### src/rtl/scalar_multiplier.sv
// ----------------------------------------------------------------------------
// scalar_multiplier
//   Single-cycle multiply unit for the scalar ALU execute stage. Produces the
//   low N bits of the unsigned product A*B together with N/Z/C/V status flags,
//   all registered, plus a valid strobe marking a freshly computed result.
//
// Ports
//   clk        system clock, rising-edge active
//   rst        asynchronous, active-high reset (clears every output)
//   valid_in   A/B carry a multiply request this cycle
//   A, B       N-bit operands (treated as unsigned for the product)
//   R          low N bits of the product
//   N_flag     R[N-1]
//   Z_flag     R == 0
//   C_flag     upper half of the full product is non-zero
//   V_flag     always 0 (no signed-overflow detection)
//   valid_out  R/flags hold the result of the request taken on the last edge
// ----------------------------------------------------------------------------
module scalar_multiplier #(
    parameter int unsigned N = 32
) (
    input  logic         clk,
    input  logic         rst,
    input  logic         valid_in,
    input  logic [N-1:0] A,
    input  logic [N-1:0] B,
    output logic [N-1:0] R,
    output logic         N_flag,
    output logic         Z_flag,
    output logic         C_flag,
    output logic         V_flag,
    output logic         valid_out
);

    localparam int unsigned PW = 2 * N;

    // Registered result payload.
    typedef struct packed {
        logic [N-1:0] r;
        logic         n;
        logic         z;
        logic         c;
    } result_t;

    logic [PW-1:0] prod_c;
    result_t       res_d,   res_q;
    logic          valid_d, valid_q;

    // Full-width unsigned product; the low half is the same for signed operands.
    always_comb begin
        prod_c = PW'(A) * PW'(B);
    end

    // Capture a new result only on a request; otherwise hold the last one.
    always_comb begin
        res_d   = res_q;
        valid_d = 1'b0;
        if (valid_in) begin
            res_d.r = prod_c[N-1:0];
            res_d.n = prod_c[N-1];
            res_d.z = (prod_c[N-1:0] == '0);
            res_d.c = (prod_c[PW-1:N] != '0);
            valid_d = 1'b1;
        end
    end

    // Reset clears Z as well, even though R reads as zero.
    always_ff @(posedge clk or posedge rst) begin
        if (rst) begin
            res_q   <= '0;
            valid_q <= 1'b0;
        end else begin
            res_q   <= res_d;
            valid_q <= valid_d;
        end
    end

    assign R         = res_q.r;
    assign N_flag    = res_q.n;
    assign Z_flag    = res_q.z;
    assign C_flag    = res_q.c;
    assign V_flag    = 1'b0;
    assign valid_out = valid_q;

endmodule

### config.mk
export PLATFORM = sky130hd
export DESIGN_NAME = scalar_multiplier
export DESIGN_NICKNAME = d
export VERILOG_FILES = /design/src/rtl/scalar_multiplier.sv
export SDC_FILE = /design/constraint.sdc
export NUM_CORES = 2
export LEC_CHECK = 0
export BUFFER_PORTS_ARGS = -buffer_cell sky130_fd_sc_hd__buf_2
export CAP_MARGIN = 20
export CORE_MARGIN = 4
export CORE_UTILIZATION = 30
export DETAILED_ROUTE_END_ITERATION = 10
export HOLD_SLACK_MARGIN = 0.06
export REMOVE_ABC_BUFFERS = 1
export SYNTH_ARGS = -nofsm -noshare
export SYNTH_HDL_FRONTEND = slang
export SYNTH_SLANG_ARGS = --single-unit
### constraint.sdc
create_clock -name clk -period 1.1 [get_ports clk]
set_clock_uncertainty 0.2 [all_clocks]
set_input_delay 0.055 -clock clk [delete_from_list [all_inputs] [get_ports clk]]
set_output_delay 0.055 -clock clk [all_outputs]
set_load 0.01 [all_outputs]
==> reports/metrics.yaml <==
global_routing:
  grt-ovfl-total: 0
  grt_usage_pct: 16.9
  grt_pass1_wl_um: 164000
  antenna_found_initial: 1
  grt_pass1_vias: 29700
  grt_max_degree: 38
setup_path:
  worstSetupPathType: "input pin to register"
  endpoint_kind: "register"
  start_kind: "input pin"
  crit_fanout: 16
  required_ps: 1100
  crit_arrival_ps: 7420
sta:
  max_freq_ghz: 0.135
  rsz0062_at_grt: "yes"
  worst_pin_slew_ps: 585
  hold_slack_ps: 94.1
  final_max_slew_viol_count: 0
  period_needed_ps: 7420
  final-setup-viol-count: 52
  fin_crit_sh_pct: 674
  slew_headroom_pct: 61.0
  finalHoldViolCount: 0
  finalSetupTns_ps: -147630
  layout_setup_ws_ps: -6320
placed_design:
  place_ws_ps: -7050
  dp_hpwl_um: 88400
  port_buffers: 102
  place_congestion: 0.886
floorplanning:
  die-area_mm2: 0.121
  ios: 104
  die_w_um: 348
  core_area_mm2: 0.115
  die_h_um: 348
  rows: 124
  start_util_pct: 30.3
clock_tree:
  cts_tree: "done"
  clock_path_buffers: 2
  cts.root.buffer_cell: "clkbuf_16"
  htree_levels: 2
  clkTransAtPathRegs_ps: 90
  cts_num_sinks: 35
  clk_latency_ps: 310
  numCtsBuffers: 5
route:
  dr.pass1.iters: 5
  first_iter_violations: 1286
  wl_um: 101000
  drc_errors: 0
  vias: 26600
  vias_per_cell: 4.68
  wl_per_cell_um: 17.7
  postRouteAntennaNets: 0
synth:
  synth_simple_gate_area_share_pct: 18.8
  async_reset_ff_share_pct: 100
  synth_edf_count: 0
  yosys_warnings: 0
  synth_top_family_by_area: "adder cells"
  synth_xor_area_share_pct: 1.17
  synth.avg_cell_area_um2: 9.27
  synth-seq-cells: 35
  synth_flop_cell: "dfrtp_1"
  synth.distinct_cells: 85
  synth_compound_area_share_pct: 4.76
  syn_inst: 3750
  synthMuxAreaShare_pct: 1.09
  syn-cell-area_mm2: 0.0348
  synth_fa_ha_area_share_pct: 61.0
  ys_seq_area_share_pct: 2.52
finish:
  final_common_cell: "fa_1"
  final_nets: 5394
  fillCellCount: 11400
  layout-drive-gt1-share_pct: 22.3
  areaGrowthSynthToFinish_pct: 23.4
  final_cell_mix: "875 x fa_1, 720 x inv_1, 568 x and2_1, 492 x nand2_1, 479 x buf_4"
  regArea_um2: 876
  multi_input_area_mm2: 0.0317
outcome:
  status: "complete, but fails checks"
  violations: "negative setup slack"
job:
  maxCapViolCount: 0
worst_hold_path:
  hold_path_class: "input pin to async pin"
## area by class of cell
cell class                      count  area share [%]
Antenna cell                        1         0.00583
Clock buffer                        5           0.292
Multi-Input combinational cell   2748            73.8
Sequential cell                    35            2.04
Clock inverter                      3           0.111
Timing Repair Buffer              642            12.9
Tap cell                         1512            4.41
Inverter                          736            6.44
## state kept, by name, summed over array words and instances (netlist names)
| signal | cells |
|---|---|
| R | 32 |
| valid_out | 1 |
| Z_flag | 1 |
| C_flag | 1 |
## Yosys cell counts (3+ instances only)
library cell,n,area share (%)
fa_1,896,52
inv_1,736,7.9
and2_1,591,11
nand2_1,504,5.4
ha_1,263,9.5
clkbuf_1,203,2.2
a21oi_1,72,1.0
nor2_1,65,0.70
o21ai_0,37,0.53
dfrtp_1,35,2.5
mux2_2,30,0.97
nand4_1,30,0.54
xnor2_1,25,0.63
buf_2,24,0.35
a21o_1,20,0.43
xor2_1,19,0.48
nand3_1,16,0.23
o21ai_1,15,0.22
nor3_1,11,0.16
nor4_1,9,0.16
o21a_1,9,0.19
a211oi_1,8,0.17
a31oi_1,8,0.14
o21bai_1,7,0.15
a21oi_2,6,0.15
and3_1,6,0.11
o211ai_1,6,0.13
or4_1,6,0.13
a21boi_0,5,0.11
mux2i_1,4,0.12
nand2b_1,4,0.072
nand3b_1,4,0.086
o2111ai_1,4,0.10
o22ai_1,4,0.072
or3_1,4,0.072
buf_4,3,0.065
nor3_2,3,0.086
o31ai_1,3,0.065
## stage by stage
stage,instances,area (µm²),utilization (%)
2_1_floorplan,3519,33900,-
3_3_place_gp,5624,40200,35.0
3_5_place_dp,5624,40200,35.0
5_1_grt,5681,42900,37.4
4_1_cts,5667,42200,36.8
6_report,5682,42900,37.4
## logic make-up after synthesis
family | after synthesis
AO/OA/AOI/OAI | 240
buffers and inverters | 967
adder cells (fa/ha/maj) | 1159
AND/OR/NAND/NOR | 1269
XOR/XNOR | 45
flip-flops | 35
multiplexers | 34
other | 1
## worst paths after layout
path	start	end	slack, ps	cells after the start
setup / recovery	A[22]	C_flag$_DFFE_PP0P_	-6320	28
hold / removal	rst	R[25]$_DFFE_PP0P_	90	4
setup reg to reg	R[22]$_DFFE_PP0P_	R[22]$_DFFE_PP0P_	-10	2
hold reg to reg	R[14]$_DFFE_PP0P_	R[14]$_DFFE_PP0P_	310	1
max in group asynchronous	rst	R[16]$_DFFE_PP0P_	340	4
min in group clk	valid_in	Z_flag$_DFFE_PP0P_	100	4
## worst max-delay path, cell delays in order
cell and delay, ps:
buf_4 200, and2_4 200, fa_1 530, inv_1 50, fa_1 500, fa_2 480, fa_1 550, inv_1 50
fa_1 470, fa_1 540, fa_1 540, inv_1 70, fa_1 490, inv_1 70, ha_4 290, buf_4 110
nand4_1 190, buf_4 210, nor3_1 180, a22oi_2 130, o2111ai_4 140, a31o_4 210, a21oi_4 60, o21ai_2 170
mux2i_1 100, or4_4 540, nor4_2 230, nor2_1 60
## repair_timing
action | in CTS | in global routing
endpoints found under the setup margin | 55 | 68
gates resized for setup | 339 | 117
pin swaps | 86 | 37
setup buffers | 33 | 12
gates cloned | 0 | 2
hold buffers | 2 | 0
hold endpoints to repair | 36 | 0
## routing by layer
layer / GRT usage, % / vias to the layer above / part of all wire, %
met4: 2.59 / 0 / 1.7
li1: - / 11900 / -
met5: 0 / - / 0
met1: 23.2 / 13900 / 44
met2: 29.5 / 616 / 49
met3: 1.57 / 90 / 4.6
Power is left out: the tool's default activity adds up to more than one toggle a clock period on the data nets, which glitch-free logic cannot reach.
